===== config.mk =====
export PLATFORM = sky130hd
export DESIGN_NAME = fp_adder_special_pipe
export DESIGN_NICKNAME = d
export VERILOG_FILES = /design/src/rtl/fp_adder_special_pipe_pkg.sv /design/src/rtl/fp_adder_special_pipe_lane.sv /design/src/rtl/fp_adder_special_pipe.sv
export SDC_FILE = /design/constraint.sdc
export NUM_CORES = 1
export LEC_CHECK = 0
export BUFFER_PORTS_ARGS = -buffer_cell sky130_fd_sc_hd__buf_4
export CORE_ASPECT_RATIO = 0.9
export CORE_MARGIN = 2
export CORE_UTILIZATION = 57
export DETAILED_ROUTE_END_ITERATION = 8
export PLACE_DENSITY = 0.86
export SETUP_SLACK_MARGIN = 0.3
export SYNTH_ARGS = -nofsm -noshare
export SYNTH_HDL_FRONTEND = slang
export SYNTH_SLANG_ARGS = --single-unit
export TNS_END_PERCENT = 100

===== constraint.sdc =====
create_clock -name clk -period 11 [get_ports clk]
set_input_delay 0 -clock clk [delete_from_list [all_inputs] [get_ports clk]]
set_output_delay 0 -clock clk [all_outputs]
set_load 0.01 [all_outputs]

===== src/rtl/fp_adder_special_pipe_pkg.sv =====
// Shared FP format helpers and special-value codes for the adder front end.
// Format selectors, field widths, canonical qNaN and the per-lane class code.
package fp_adder_special_pipe_pkg;

    localparam int FP16 = 0;
    localparam int FP32 = 1;
    localparam int FP64 = 2;

    typedef enum logic [1:0] {
        SP_NORMAL = 2'd0,
        SP_ZERO   = 2'd1,
        SP_INF    = 2'd2,
        SP_NAN    = 2'd3
    } special_t;

    function automatic int fp_len(input int fmt);
        case (fmt)
            FP16:    return 16;
            FP64:    return 64;
            default: return 32;
        endcase
    endfunction

    function automatic int exp_len(input int fmt);
        case (fmt)
            FP16:    return 5;
            FP64:    return 11;
            default: return 8;
        endcase
    endfunction

    function automatic int mant_len(input int fmt);
        return fp_len(fmt) - 1 - exp_len(fmt);
    endfunction

    // Canonical quiet NaN, right-aligned in 64 bits:
    // sign 0, exponent all ones, mantissa MSB set, rest clear.
    function automatic logic [63:0] qnan(input int fmt);
        case (fmt)
            FP16:    return 64'h0000_0000_0000_7E00;
            FP64:    return 64'h7FF8_0000_0000_0000;
            default: return 64'h0000_0000_7FC0_0000;
        endcase
    endfunction

endpackage

`ifndef FP_ADDER_SPECIAL_MACROS
`define FP_ADDER_SPECIAL_MACROS
`define FP16 0
`define FP32 1
`define FP64 2
`define GET_FP_LEN(f) fp_adder_special_pipe_pkg::fp_len(f)
`define GET_EXP_LEN(f) fp_adder_special_pipe_pkg::exp_len(f)
`define GET_MANTISSA_LEN(f) fp_adder_special_pipe_pkg::mant_len(f)
`define GET_QNAN(f) fp_adder_special_pipe_pkg::qnan(f)
`define NORMAL 2'd0
`define ZERO 2'd1
`define INF 2'd2
`define NAN 2'd3
`endif


===== src/rtl/fp_adder_special_pipe_lane.sv =====
// One lane of special-value handling: classify both operands, apply add/sub,
// build the special result word and the invalid bit. Purely combinational.
//   a, b    : operands          sub, rdn : subtract / round-down select
//   code    : NAN/INF/ZERO/NORMAL   result : special result (0 when NORMAL)
//   b_eff   : b with effective sign   invalid : sNaN or inf-inf in this lane
module fp_special_lane
    import fp_adder_special_pipe_pkg::*;
#(
    parameter int FMT = FP32,
    localparam int W = fp_len(FMT)
) (
    input  logic [W-1:0] a,
    input  logic [W-1:0] b,
    input  logic         sub,
    input  logic         rdn,
    output special_t     code,
    output logic [W-1:0] result,
    output logic [W-1:0] b_eff,
    output logic         invalid
);

    localparam int E = exp_len(FMT);
    localparam int M = mant_len(FMT);
    localparam logic [63:0] QN64 = qnan(FMT);
    localparam logic [W-1:0] QNAN = QN64[W-1:0];

    logic as;
    logic bs;
    logic a_ones;
    logic b_ones;
    logic a_mnz;
    logic b_mnz;
    logic a_nan;
    logic b_nan;
    logic a_inf;
    logic b_inf;
    logic a_zero;
    logic b_zero;
    logic a_snan;
    logic b_snan;
    logic inf_clash;

    assign as = a[W-1];
    assign bs = b[W-1] ^ sub;
    assign b_eff = {bs, b[W-2:0]};

    assign a_ones = &a[W-2:M];
    assign b_ones = &b[W-2:M];
    assign a_mnz = |a[M-1:0];
    assign b_mnz = |b[M-1:0];

    assign a_nan = a_ones & a_mnz;
    assign b_nan = b_ones & b_mnz;
    assign a_inf = a_ones & ~a_mnz;
    assign b_inf = b_ones & ~b_mnz;
    assign a_zero = ~|a[W-2:0];
    assign b_zero = ~|b[W-2:0];

    // Signalling NaN: quiet bit (mantissa MSB) clear.
    assign a_snan = a_nan & ~a[M-1];
    assign b_snan = b_nan & ~b[M-1];

    assign inf_clash = a_inf & b_inf & (as != bs);
    assign invalid = a_snan | b_snan | inf_clash;

    // Priority order matters here: NaN beats inf beats zero.
    always_comb begin
        code = SP_NORMAL;
        result = '0;
        if (a_nan || b_nan) begin
            code = SP_NAN;
            result = QNAN;
        end else if (a_inf && b_inf) begin
            if (inf_clash) begin
                code = SP_NAN;
                result = QNAN;
            end else begin
                code = SP_INF;
                result = {as, {E{1'b1}}, {M{1'b0}}};
            end
        end else if (a_inf) begin
            code = SP_INF;
            result = {as, {E{1'b1}}, {M{1'b0}}};
        end else if (b_inf) begin
            code = SP_INF;
            result = {bs, {E{1'b1}}, {M{1'b0}}};
        end else if (a_zero && b_zero) begin
            code = SP_ZERO;
            // Exact zero sum: +0 unless rounding down, where -0 wins.
            result = {rdn ? (as | bs) : (as & bs), {(W-1){1'b0}}};
        end
    end

endmodule


===== src/rtl/fp_adder_special_pipe.sv =====
// Pipelined multi-lane special-value stage in front of the FP adder datapath.
// Ports: clk/rst, in_valid/in_ready + in_a/in_b/in_sub/in_rdn,
//   out_valid/out_ready + out_special/out_result/out_a/out_b,
//   flag_invalid (sticky) with flag_clr.
module fp_adder_special_pipe
    import fp_adder_special_pipe_pkg::*;
#(
    parameter int data_format = FP32,
    parameter int LANES = 1,
    localparam int W = fp_len(data_format)
) (
    input  logic                 clk,
    input  logic                 rst,
    input  logic                 in_valid,
    output logic                 in_ready,
    input  logic [LANES*W-1:0]   in_a,
    input  logic [LANES*W-1:0]   in_b,
    input  logic                 in_sub,
    input  logic                 in_rdn,
    output logic                 out_valid,
    input  logic                 out_ready,
    output logic [2*LANES-1:0]   out_special,
    output logic [LANES*W-1:0]   out_result,
    output logic [LANES*W-1:0]   out_a,
    output logic [LANES*W-1:0]   out_b,
    output logic                 flag_invalid,
    input  logic                 flag_clr
);

    typedef struct packed {
        logic [2*LANES-1:0] special;
        logic [LANES*W-1:0] result;
        logic [LANES*W-1:0] a;
        logic [LANES*W-1:0] b;
    } beat_t;

    logic [2*LANES-1:0] lane_special;
    logic [LANES*W-1:0] lane_result;
    logic [LANES*W-1:0] lane_b;
    logic [LANES-1:0]   lane_inv;

    beat_t new_beat;
    beat_t out_q;
    beat_t skid_q;
    logic  out_v;
    logic  skid_v;
    logic  flag_q;
    logic  accept;
    logic  drain;

    for (genvar i = 0; i < LANES; i++) begin : g_lane
        special_t code;

        fp_special_lane #(
            .FMT(data_format)
        ) u_lane (
            .a      (in_a[i*W +: W]),
            .b      (in_b[i*W +: W]),
            .sub    (in_sub),
            .rdn    (in_rdn),
            .code   (code),
            .result (lane_result[i*W +: W]),
            .b_eff  (lane_b[i*W +: W]),
            .invalid(lane_inv[i])
        );

        assign lane_special[2*i +: 2] = code;
    end

    assign new_beat = '{
        special: lane_special,
        result:  lane_result,
        a:       in_a,
        b:       lane_b
    };

    // in_ready depends only on registered skid state.
    assign in_ready = ~skid_v;
    assign accept = in_valid & ~skid_v;
    assign drain = ~out_v | out_ready;

    always_ff @(posedge clk or posedge rst) begin
        if (rst) begin
            out_v <= 1'b0;
            skid_v <= 1'b0;
            out_q <= '0;
            skid_q <= '0;
        end else if (drain) begin
            // Skid is older than anything arriving now; it goes first.
            if (skid_v) begin
                out_q <= skid_q;
                out_v <= 1'b1;
                skid_v <= 1'b0;
            end else if (accept) begin
                out_q <= new_beat;
                out_v <= 1'b1;
            end else begin
                out_v <= 1'b0;
            end
        end else if (accept) begin
            skid_q <= new_beat;
            skid_v <= 1'b1;
        end
    end

    // Set wins over clear in the same cycle.
    always_ff @(posedge clk or posedge rst) begin
        if (rst) begin
            flag_q <= 1'b0;
        end else if (accept && |lane_inv) begin
            flag_q <= 1'b1;
        end else if (flag_clr) begin
            flag_q <= 1'b0;
        end
    end

    assign out_valid = out_v;
    assign out_special = out_q.special;
    assign out_result = out_q.result;
    assign out_a = out_q.a;
    assign out_b = out_q.b;
    assign flag_invalid = flag_q;

endmodule


# Word-level counts from Yosys, hierarchy flattened
# Cells that the tools add are included.
[word_totals] wordCells=72 reg_bits=199 out_inout_bits=101 inputBits=71
[op_classes] n_reduce_logical=17 bitwise_logic=22 muxes=21 n_eq_ne=1
[op_table] operator="98-bit 2-to-1 mux" count=2
[op_table] operator="32-bit 2-to-1 mux" count=6
[op_table] operator="31-bit OR reduction" count=2
[op_table] operator="23-bit OR reduction" count=2
[op_table] operator="8-bit AND reduction" count=2
[op_table] operator="1-bit bitwise AND" count=10
[op_table] operator="1-bit 2-to-1 mux" count=9
[op_table] operator="2-bit 2-to-1 mux" count=4
[op_table] operator="1-bit NOT" count=7
[op_table] operator="2-bit nonzero test" count=3
[op_table] operator="1-bit OR" count=4
[op_table] operator="2-bit AND reduction" count=2
[op_table] operator="1-bit logical AND" count=3
[op_table] operator="1-bit logical NOT" count=2
[op_table] operator="1-bit logical OR" count=1
[op_table] operator="1-bit != test" count=1
[op_table] operator="1-bit XOR" count=1

# Logic depth before layout (Yosys ltp)
# Gate-level depths: netlist (run 1).
[logic_depth] word_depth=10 depth_mapped=8 mapped_depth_nobuf=8

# Hierarchy
# Synthesis (run 1) repeated with hierarchy kept, for this count alone.
[hier_totals] hier_cells=651 hier_area_um2=9628.0
[modules_own_cells] mod="fp_adder_special_pipe" area_each_um2=8813.5 cells_each=536 seq_area_each_um2=4979.8 n_inst=1
[modules_own_cells] mod="fp_special_lane" area_each_um2=814.5 cells_each=115 seq_area_each_um2=0.0 n_inst=1

# Least setup slack after synthesis (run 1)
# No wires, ideal clock.
[synth_path] path_kind="flip-flop to flip-flop" startpoint="register skid_v" endpoint="register skid_q[44] in the netlist's numbering" synth_period_minus_slack_ns=1.564 setup_ns=0.125 setup_slack_ns=9.436 arrival_ns=1.439 required_ns=10.875 n_path_buf=2 path_stages_with_launch=7 path_cell_list="dfrtp_1 > buf_2 > inv_2 > nand2_1 > nor2_4 > buf_2 > mux2_2"
[synth_between] elab_chain_len=3
[synth_lines] element="start: declaration" line_no="fp_adder_special_pipe.sv:46" source="logic skid_v;"
[synth_lines] element="start signal: assignment" line_no="fp_adder_special_pipe.sv:85" source="skid_v <= 1'b0;"
[synth_lines] element="start signal: assignment" line_no="fp_adder_special_pipe.sv:93" source="skid_v <= 1'b0;"
[synth_lines] element="start signal: assignment" line_no="fp_adder_special_pipe.sv:102" source="skid_v <= 1'b1;"
[synth_lines] element="1-bit NOT"
[synth_lines] element="net in_ready" line_no="fp_adder_special_pipe.sv:15" source="output logic in_ready,"
[synth_lines] element="1-bit bitwise AND" line_no="fp_adder_special_pipe.sv:79" source="assign accept = in_valid & ~skid_v;"
[synth_lines] element="2-bit AND reduction (no source line)"
[synth_lines] element="end signal: assignment" line_no="fp_adder_special_pipe.sv:101" source="skid_q <= new_beat;"
[synth_lines] element="end: declaration" line_no="fp_adder_special_pipe.sv:44" source="beat_t skid_q;"
# The timed path passes the listed nets, and every way through them passes these cells.
# A chain may end at the register's enable or synchronous reset.

# Final worst setup path (run 1)
[layout_path] startpoint="register skid_v" endpoint="register skid_q[9] in the netlist's numbering"
[layout_between] elab_chain_len=3
[layout_lines] element="1-bit NOT" line_no="fp_adder_special_pipe.sv:79"
[layout_lines] element="1-bit bitwise AND" line_no="fp_adder_special_pipe.sv:79"
[layout_lines] element="2-bit AND reduction (no source line)"
# No other way between the ends.

==> impl_metrics.prom, run 1 <==
# TYPE chip_impl_metric gauge
chip_impl_metric{name="fin_ws",unit="ps"} 7970
chip_impl_metric{name="cts.repair_timing.setup_buffer_count",unit=""} 0
chip_impl_metric{name="die_footprint",unit="mm2"} 0.0120
chip_impl_metric{name="via_count_of_the_first_global_routing_pass",unit=""} 5255
chip_impl_metric{name="final_core_utilization",unit="%"} 80.3
chip_impl_metric{name="timing.fmax",unit="MHz"} 330
chip_impl_metric{name="final.setup_skew",unit="ps"} 4.85
chip_impl_metric{name="setup_viol",unit=""} 0
chip_impl_metric{name="route.detailed.vias_per_inst",unit=""} 5.71
chip_impl_metric{name="grt-ovfl-total",unit=""} 0
chip_impl_info{name="unrepaired_setup_endpoints_after_global_routing",value="false"} 1
chip_impl_metric{name="worst_hold_slack",unit="ps"} 54.8
chip_impl_info{name="critical_path.endpoint_type",value="flop"} 1
chip_impl_info{name="synthDominantAreaCellType",value="sky130_fd_sc_hd__dfrtp_1"} 1
chip_impl_metric{name="r2r_cells",unit=""} 5
chip_impl_metric{name="boundaryPins",unit=""} 172
chip_impl_metric{name="worst_ep_arrival_time",unit="ps"} 3330
chip_impl_metric{name="drt_drc_violations_left",unit=""} 0
chip_impl_metric{name="antenna_violations_before_repair",unit=""} 0
chip_impl_metric{name="ys_seq_elements",unit=""} 139
chip_impl_metric{name="detail_route.iter0.violations",unit=""} 469
chip_impl_metric{name="wire_per_inst",unit="um"} 19.1
chip_impl_metric{name="placement_rows",unit=""} 36
chip_impl_metric{name="antenna_violating_nets_post_route",unit=""} 0
chip_impl_metric{name="post-dp-hpwl",unit="mm"} 9.84
chip_impl_metric{name="worst_skew_pair.late_latency",unit="ps"} 420
chip_impl_metric{name="layout-area-overhead-vs-synth",unit="%"} 37.3
chip_impl_metric{name="place_congestion",unit=""} 0.850
chip_impl_metric{name="die_w",unit="um"} 115
chip_impl_metric{name="grt_pass1_wl",unit="mm"} 27.3
chip_impl_metric{name="p_per_area",unit="mW/mm2"} 191
chip_impl_metric{name="antenna-diode-count",unit=""} 0
chip_impl_metric{name="detailroute.via_count",unit=""} 5097
chip_impl_metric{name="share_of_synthesized_area_occupied_by_flip_flops_and_latches",unit="%"} 55.0
chip_impl_metric{name="post_synthesis_cell_area",unit="mm2"} 0.00632
chip_impl_metric{name="finalWorstPathRequiredPeriod",unit="ps"} 3030
chip_impl_metric{name="clock_sinks",unit=""} 139
chip_impl_info{name="ctsRootBufferMaster",value="sky130_fd_sc_hd__clkbuf_16"} 1
chip_impl_metric{name="cts_resized",unit=""} 0
chip_impl_info{name="critical_path.startpoint_type",value="flop"} 1
chip_impl_metric{name="routed_wl",unit="mm"} 17.1
chip_impl_metric{name="max_cap_violations",unit=""} 0
chip_impl_metric{name="critical_path.max_fanout",unit=""} 73
chip_impl_metric{name="synth_largest_type_area_fraction",unit="%"} 55.0
chip_impl_info{name="cts_tree",value="built"} 1
chip_impl_metric{name="worstPathRequired",unit="ps"} 11300
chip_impl_metric{name="synth_cell_types",unit=""} 39
chip_impl_metric{name="ys.warnings.count",unit=""} 0
chip_impl_metric{name="worst_pin_slew",unit="ps"} 1190
chip_impl_info{name="run_status",value="finished clean"} 1
chip_impl_metric{name="cts.path.max_buffers",unit=""} 2
chip_impl_metric{name="syn_avg_cell_area",unit="um2"} 11.5
chip_impl_metric{name="final_min_period_over_clock_period",unit="%"} 27.6
chip_impl_metric{name="fin_tns_setup",unit="ps"} 0
chip_impl_info{name="most_area_consuming_cells_after_synthesis",value="sky130_fd_sc_hd__dfrtp_1 55%, sky130_fd_sc_hd__mux2i_1 10%, sky130_fd_sc_hd__mux2_2 9.8%"} 1
chip_impl_metric{name="fp.coreArea",unit="mm2"} 0.0108
chip_impl_metric{name="cts_inserted_buffers",unit=""} 17
chip_impl_metric{name="final_net_count",unit=""} 821
chip_impl_metric{name="post_route_cells_drive_above_1_share",unit="%"} 32.8
chip_impl_metric{name="post-place-ws",unit="ps"} 8060
chip_impl_metric{name="cells_after_synth",unit=""} 548
chip_impl_metric{name="placed_cell_count",unit=""} 795
chip_impl_metric{name="die_height",unit="um"} 104
chip_impl_metric{name="largest_net_degree_at_the_start_of_global_routing",unit=""} 75
chip_impl_metric{name="finalMaxSlewViolations",unit=""} 0
chip_impl_metric{name="finalNonFillerCells",unit=""} 893
chip_impl_metric{name="htree_levels",unit=""} 4
chip_impl_info{name="timing_worst_setup_path_type",value="reg -> reg"} 1
chip_impl_metric{name="cts.clk_slew.worst_paths",unit="ps"} 60
chip_impl_metric{name="floorplan.initialDensity",unit="%"} 58.5
chip_impl_metric{name="timing.final.hold_violations",unit=""} 0
chip_impl_info{name="worstHoldPathType",value="in -> reg"} 1
chip_impl_metric{name="timing.slew.headroom",unit="%"} 21.0
chip_impl_metric{name="buffer_ports.inserted",unit=""} 149
chip_impl_metric{name="ir_drop",unit="V"} 0.000109
chip_impl_metric{name="fillerInstances",unit=""} 603
chip_impl_metric{name="p_leak",unit="nW"} 3.95
chip_impl_metric{name="grt_usage",unit="%"} 29.6
chip_impl_metric{name="drt-pass1-iter-count",unit=""} 6
chip_impl_metric{name="min_delay_path_depth",unit=""} 4
power by group:
part,internal (mW),switching (mW)
Sequential,0.620,0.0756
Clock,0.406,0.220
Combinational,0.180,0.157
metal layers:
| metal | vias to the layer above | track usage (%) | part of all wire, % | wire length [um] |
|---|---|---|---|---|
| li1 | 2279 | - | - | - |
| met5 | - | 0 | 0 | 0 |
| met2 | 254 | 49.3 | 51 | 8670 |
| met1 | 2502 | 36.9 | 39 | 6610 |
| met3 | 62 | 6.12 | 6.5 | 1110 |
| met4 | 0 | 13.8 | 4.0 | 683 |
synth_stat cells (all sizes together):
library cell	number
o32a	1
nor2	13
a22oi	1
o22ai	1
nor3	5
nand2b	1
a211oi	1
a32oi	1
o32ai	1
o31a	1
and3	3
inv	6
dfrtp	139
xor2	1
mux2i	63
buf	55
conb	1
clkbuf	5
o21a	1
or2	3
or3	2
a21oi	8
nor4	16
nand4	8
o21ai	69
ha	2
mux2	62
o211ai	1
o31ai	3
nand2	74
logic make-up after synthesis:
logic type	Yosys count	share of synthesized area (%)
flops	139	55.0
mux	125	21.0
simple gates	125	9.48
compound gates	89	7.80
buf+inv	66	6.10
fa+ha+maj	2	0.396
other cells	1	0.0593
xor+xnor	1	0.139
layout make-up:
cell class / count / area, um2 / share of cell area, %
Tap cell: 133 / 166 / 1.92
Inverter: 6 / 27.5 / 0.317
Clock inverter: 12 / 196 / 2.26
Sequential cell: 139 / 3480 / 40.1
Clock buffer: 19 / 443 / 5.10
Multi-Input combinational cell: 364 / 2550 / 29.4
Timing Repair Buffer: 220 / 1820 / 21.0
what timing repair did:
action / CTS / global route
setup endpoints to repair: 0 / 0
hold endpoints to repair: 193 / 0
hold buffers: 67 / 0
sequential cells by signal, indices dropped and copies added (netlist names):
register and count:
flag_invalid 1, skid_v 1, out_special 1, out_valid 1, skid_q 68, out_a 32
out_result 3, out_b 32
worst max-delay path, cell delays in order, from the launching register on:
cell	delay, ps
sky130_fd_sc_hd__dfrtp_4	890
sky130_fd_sc_hd__inv_2	230
sky130_fd_sc_hd__nand2_1	140
sky130_fd_sc_hd__nor2_4	690
sky130_fd_sc_hd__buf_4	530
sky130_fd_sc_hd__mux2_2	410
layout by cell type (no fill, tap or decap), types with 2 or more instances in the layout:
cell type                       count
sky130_fd_sc_hd__a21oi_1            8
sky130_fd_sc_hd__and3_1             3
sky130_fd_sc_hd__buf_4            153
sky130_fd_sc_hd__bufinv_16          5
sky130_fd_sc_hd__clkbuf_16         17
sky130_fd_sc_hd__clkinv_2           3
sky130_fd_sc_hd__clkinvlp_4         3
sky130_fd_sc_hd__conb_1            22
sky130_fd_sc_hd__dfrtp_1          138
sky130_fd_sc_hd__dlygate4sd3_1     67
sky130_fd_sc_hd__ha_1               2
sky130_fd_sc_hd__inv_1              4
sky130_fd_sc_hd__mux2_1             7
sky130_fd_sc_hd__mux2_2            55
sky130_fd_sc_hd__mux2i_1           63
sky130_fd_sc_hd__nand2_1           74
sky130_fd_sc_hd__nand4_1            7
sky130_fd_sc_hd__nor2_1            12
sky130_fd_sc_hd__nor3_1             5
sky130_fd_sc_hd__nor4_1            13
sky130_fd_sc_hd__nor4_2             2
sky130_fd_sc_hd__o21ai_0           66
sky130_fd_sc_hd__o21ai_1            2
sky130_fd_sc_hd__o31ai_1            3
sky130_fd_sc_hd__or2_1              3
sky130_fd_sc_hd__or3_1              2
path summary, 6_finish.rpt:
kind                           start         end  slack (ps)
max reg2reg                   skid_v   skid_q[9]        7970
min in group asynchronous        rst    out_b[6]         220
min                         in_b[31]  skid_q[31]          50
min reg2reg                out_a[20]   out_a[20]         480
max                           skid_v   skid_q[9]        7970
max in group asynchronous        rst      skid_v        9320
stage by stage:
| step | instance area, um2 | total power, mW |
|---|---|---|
| floorplan | 6400 | 0.861 |
| finish | 8680 | 1.66 |
| CTS | 8680 | 1.65 |
| global placement | 7370 | 0.987 |
| detailed placement | 7370 | 1.01 |
| global route | 8680 | 1.73 |
(Power assumes the default switching activity.)
==> run 2: changes to the inputs <==
--- a/config.mk
+++ b/config.mk
@@ -5,12 +5,13 @@
 export SDC_FILE = /design/constraint.sdc
 export NUM_CORES = 1
 export LEC_CHECK = 0
+export ABC_AREA = 1
 export BUFFER_PORTS_ARGS = -buffer_cell sky130_fd_sc_hd__buf_4
 export CORE_ASPECT_RATIO = 0.9
 export CORE_MARGIN = 2
-export CORE_UTILIZATION = 57
+export CORE_UTILIZATION = 53
 export DETAILED_ROUTE_END_ITERATION = 8
-export PLACE_DENSITY = 0.86
+export PLACE_DENSITY = 0.8
 export SETUP_SLACK_MARGIN = 0.3
 export SYNTH_ARGS = -nofsm -noshare
 export SYNTH_HDL_FRONTEND = slang
==> constraint.sdc (replaced) <==
create_clock -name clk -period 3.1 [get_ports clk]
set_input_delay 0 -clock clk [delete_from_list [all_inputs] [get_ports clk]]
set_output_delay 0 -clock clk [all_outputs]
set_load 0.01 [all_outputs]
==> impl_metrics.prom, run 2 <==
# TYPE chip_impl_metric gauge
chip_impl_info{name="run_status",value="finished clean"} 1
chip_impl_metric{name="cts_inserted_buffers",unit=""} 17
chip_impl_metric{name="drt-pass1-iter-count",unit=""} 5
chip_impl_metric{name="layout-area-overhead-vs-synth",unit="%"} 36.4
chip_impl_metric{name="finalWorstPathRequiredPeriod",unit="ps"} 2030
chip_impl_metric{name="critical_path.max_stage_delay",unit="ps"} 550
chip_impl_metric{name="detailroute.via_count",unit=""} 6025
chip_impl_metric{name="worst_pin_slew",unit="ps"} 753
chip_impl_info{name="most-common-layout-cells",value="338 x sky130_fd_sc_hd__nand2_1, 156 x sky130_fd_sc_hd__buf_4, 138 x sky130_fd_sc_hd__dfrtp_1, 102 x sky130_fd_sc_hd__nor2_1, 69 x sky130_fd_sc_hd__dlygate4sd3_1"} 1
chip_impl_metric{name="post_route_cells_drive_above_1_share",unit="%"} 21.6
chip_impl_metric{name="fillerInstances",unit=""} 851
chip_impl_metric{name="postPlaceCellArea",unit="mm2"} 0.00761
chip_impl_metric{name="finalMaxSlewViolations",unit=""} 0
chip_impl_metric{name="clockPowerShare",unit="%"} 37.9
chip_impl_metric{name="fp.coreArea",unit="mm2"} 0.0121
chip_impl_metric{name="critical_path.max_fanout",unit=""} 3
chip_impl_info{name="unrepaired_setup_endpoints_after_global_routing",value="false"} 1
chip_impl_info{name="slowest_stage",value="sky130_fd_sc_hd__dlygate4sd3_1"} 1
chip_impl_metric{name="antenna_violations_before_repair",unit=""} 0
chip_impl_metric{name="grt_pass1_wl",unit="mm"} 28.0
chip_impl_metric{name="die_w",unit="um"} 121
chip_impl_metric{name="cells_after_synth",unit=""} 814
chip_impl_info{name="yosys.cell_count.top_type",value="sky130_fd_sc_hd__nand2_1"} 1
chip_impl_metric{name="post-place-ws",unit="ps"} 1180
chip_impl_metric{name="grt_usage",unit="%"} 27.0
chip_impl_metric{name="wire_per_inst",unit="um"} 14.7
chip_impl_metric{name="antenna_violating_nets_post_route",unit=""} 0
chip_impl_metric{name="comb_power_share",unit="%"} 20.6
chip_impl_metric{name="switchingPower",unit="mW"} 1.62
chip_impl_metric{name="worstPathRequired",unit="ps"} 3450
chip_impl_metric{name="switching_share",unit="%"} 28.1
chip_impl_metric{name="worst_ep_arrival_time",unit="ps"} 2380
chip_impl_info{name="cts_tree",value="built"} 1
chip_impl_metric{name="ys_seq_elements",unit=""} 139
chip_impl_metric{name="clock_sinks",unit=""} 139
chip_impl_metric{name="floorplan.initialDensity",unit="%"} 54.2
chip_impl_metric{name="buffer_ports.inserted",unit=""} 149
chip_impl_metric{name="final_min_period_over_clock_period",unit="%"} 65.5
chip_impl_info{name="ctsRootBufferMaster",value="sky130_fd_sc_hd__clkbuf_16"} 1
chip_impl_metric{name="setup_viol",unit=""} 0
chip_impl_metric{name="cts.repair_timing.setup_buffer_count",unit=""} 0
chip_impl_metric{name="number_of_synthesized_flops_with_an_enable_pin",unit=""} 0
chip_impl_metric{name="via_count_of_the_first_global_routing_pass",unit=""} 5682
chip_impl_metric{name="die_footprint",unit="mm2"} 0.0133
chip_impl_metric{name="final_core_utilization",unit="%"} 74.0
chip_impl_metric{name="timing.final.hold_violations",unit=""} 0
chip_impl_metric{name="synth_cell_types",unit=""} 31
chip_impl_metric{name="worst_skew_pair.late_latency",unit="ps"} 410
chip_impl_metric{name="p_per_area",unit="mW/mm2"} 644
chip_impl_metric{name="htree_levels",unit=""} 4
chip_impl_metric{name="syn_avg_cell_area",unit="um2"} 8.05
chip_impl_info{name="most_area_consuming_cells_after_synthesis",value="sky130_fd_sc_hd__dfrtp_1 53%, sky130_fd_sc_hd__nand2_1 19%, sky130_fd_sc_hd__a31oi_1 6.0%"} 1
chip_impl_metric{name="final_net_count",unit=""} 1082
chip_impl_metric{name="timing.fmax",unit="MHz"} 493
chip_impl_metric{name="worst_hold_slack",unit="ps"} 38.2
chip_impl_metric{name="antenna-diode-count",unit=""} 0
chip_impl_metric{name="timing.slew.headroom",unit="%"} 49.7
chip_impl_metric{name="final.setup_skew",unit="ps"} 8.34
chip_impl_metric{name="post-dp-hpwl",unit="mm"} 10.4
chip_impl_metric{name="ys.warnings.count",unit=""} 0
chip_impl_metric{name="synth_async_sr_flop_share",unit="%"} 100
chip_impl_metric{name="fin_ws",unit="ps"} 1070
chip_impl_metric{name="share_of_synthesized_area_occupied_by_flip_flops_and_latches",unit="%"} 53.1
chip_impl_info{name="max_flop_register",value="skid_q"} 1
chip_impl_metric{name="final_design_instance_area_without_fill",unit="mm2"} 0.00894
chip_impl_metric{name="cts.path.max_buffers",unit=""} 2
chip_impl_metric{name="synth_largest_type_area_fraction",unit="%"} 53.1
chip_impl_metric{name="largest_net_degree_at_the_start_of_global_routing",unit=""} 68
chip_impl_info{name="timing_worst_setup_path_type",value="in -> reg"} 1
chip_impl_metric{name="route.detailed.vias_per_inst",unit=""} 5.10
chip_impl_metric{name="grt-ovfl-total",unit=""} 0
chip_impl_metric{name="cell_internal_pwr",unit="mW"} 4.13
chip_impl_metric{name="largest_register_ff_count",unit=""} 68
chip_impl_metric{name="ir_drop",unit="V"} 0.000502
chip_impl_metric{name="p_leak",unit="nW"} 4.40
chip_impl_info{name="critical_path.startpoint_type",value="input pin"} 1
chip_impl_metric{name="routed_wl",unit="mm"} 17.3
chip_impl_info{name="yosys-top-cells-count",value="338 x sky130_fd_sc_hd__nand2_1, 139 x sky130_fd_sc_hd__dfrtp_1, 102 x sky130_fd_sc_hd__nor2_1, 63 x sky130_fd_sc_hd__a31oi_1, 39 x sky130_fd_sc_hd__buf_4"} 1
chip_impl_metric{name="boundaryPins",unit=""} 172
chip_impl_metric{name="max_cap_violations",unit=""} 0
chip_impl_metric{name="post_synthesis_cell_area",unit="mm2"} 0.00655
chip_impl_info{name="crit_path_cell_trace",value="dlygate4sd3_1, buf_4, nor2_2, nand2_1, nor2_1, nand3_1, inv_1, nand2_1, nor3b_1, nor2_1, o22ai_2, dlygate4sd3_1"} 1
chip_impl_metric{name="drt_drc_violations_left",unit=""} 0
chip_impl_metric{name="placement_rows",unit=""} 38
chip_impl_metric{name="cts.clk_slew.worst_paths",unit="ps"} 60
chip_impl_metric{name="seqPwrFrac",unit="%"} 41.4
chip_impl_info{name="final_common_cell",value="sky130_fd_sc_hd__nand2_1"} 1
chip_impl_metric{name="die_height",unit="um"} 109
chip_impl_info{name="worstHoldPathType",value="in -> reg"} 1
chip_impl_info{name="synthDominantAreaCellType",value="sky130_fd_sc_hd__dfrtp_1"} 1
chip_impl_metric{name="place_congestion",unit=""} 0.903
chip_impl_metric{name="fin_tns_setup",unit="ps"} 0
chip_impl_info{name="yosys_most_used_dff",value="sky130_fd_sc_hd__dfrtp_1"} 1
chip_impl_info{name="critical_path.endpoint_type",value="flop"} 1
chip_impl_metric{name="detail_route.iter0.violations",unit=""} 549
run 2: final cells by class:
type                    count  area [um2]  share of cell area [%]
clock inverters            10         164                    1.83
repair buffers            228        1920                    21.5
inverters                  27         111                    1.25
multi-input cells         596        2590                    28.9
flip-flops and latches    139        3480                    38.9
clock buffers              22         474                    5.31
well taps                 160         200                    2.24
run 2: power by group through the flow:
stage / Combinational [mW] / Clock (mW) / Sequential, mW
2_1_floorplan: 0.575 / 0 / 2.43
3_3_place_gp: 1.08 / 0 / 2.39
3_5_place_dp: 1.11 / 0 / 2.40
4_1_cts: 1.18 / 2.20 / 2.38
5_1_grt: 1.32 / 2.29 / 2.42
6_report: 1.19 / 2.18 / 2.38
run 2: routing by layer:
| metal | share of wire [%] | vias up | GRT usage (%) |
|---|---|---|---|
| met1 | 43 | 2837 | 36.8 |
| met5 | 0 | - | 0 |
| met3 | 6.8 | 23 | 5.34 |
| met2 | 49 | 243 | 44.3 |
| met4 | 1.3 | 0 | 8.13 |
| li1 | - | 2922 | - |
run 2: critical path: cells and delay by family:
family	cells	cell delay, ps
buffers and inverters	4	1350
AND/OR/NAND/NOR	7	950
AO/OA/AOI/OAI	1	80
run 2: logic make-up (layout without fill, tap and decap cells):
family	Yosys count	in the layout	share of synthesized area (%)
other	1	22	0.0572
adders and majority gates	2	2	0.382
DFF	139	139	53.1
and+or+nand+nor	480	480	29.3
buffers and inverters	100	287	8.71
xor gates and xnor gates	1	1	0.134
AOI/OAI and AO/OA	91	91	8.29
run 2: final timing paths:
kind / to / slack, ps / depth (start not counted) / startpoint
setup / recovery: flag_invalid / 1070 / 12 / in_a[20]
hold / removal: skid_q[31] / 40 / 3 / in_b[31]
setup reg to reg: out_result[22] / 1150 / 6 / skid_v
hold reg to reg: skid_q[4] / 470 / 2 / skid_q[4]
max in group asynchronous: out_a[3] / 1780 / 4 / rst
min in group asynchronous: out_b[23] / 280 / 3 / rst
run 2: repair_timing:
action | in CTS | in global routing
resized for setup | 0 | 0
hold buffers | 69 | 0
hold endpoints to repair | 160 | 0
endpoints found under the setup margin | 0 | 0
run 2: per-stage QoR:
step,power (mW),std cells
global placement,3.47,1081
global route,6.03,1182
CTS,5.75,1182
finish,5.75,1182
detailed placement,3.50,1081
floorplan,3.00,835
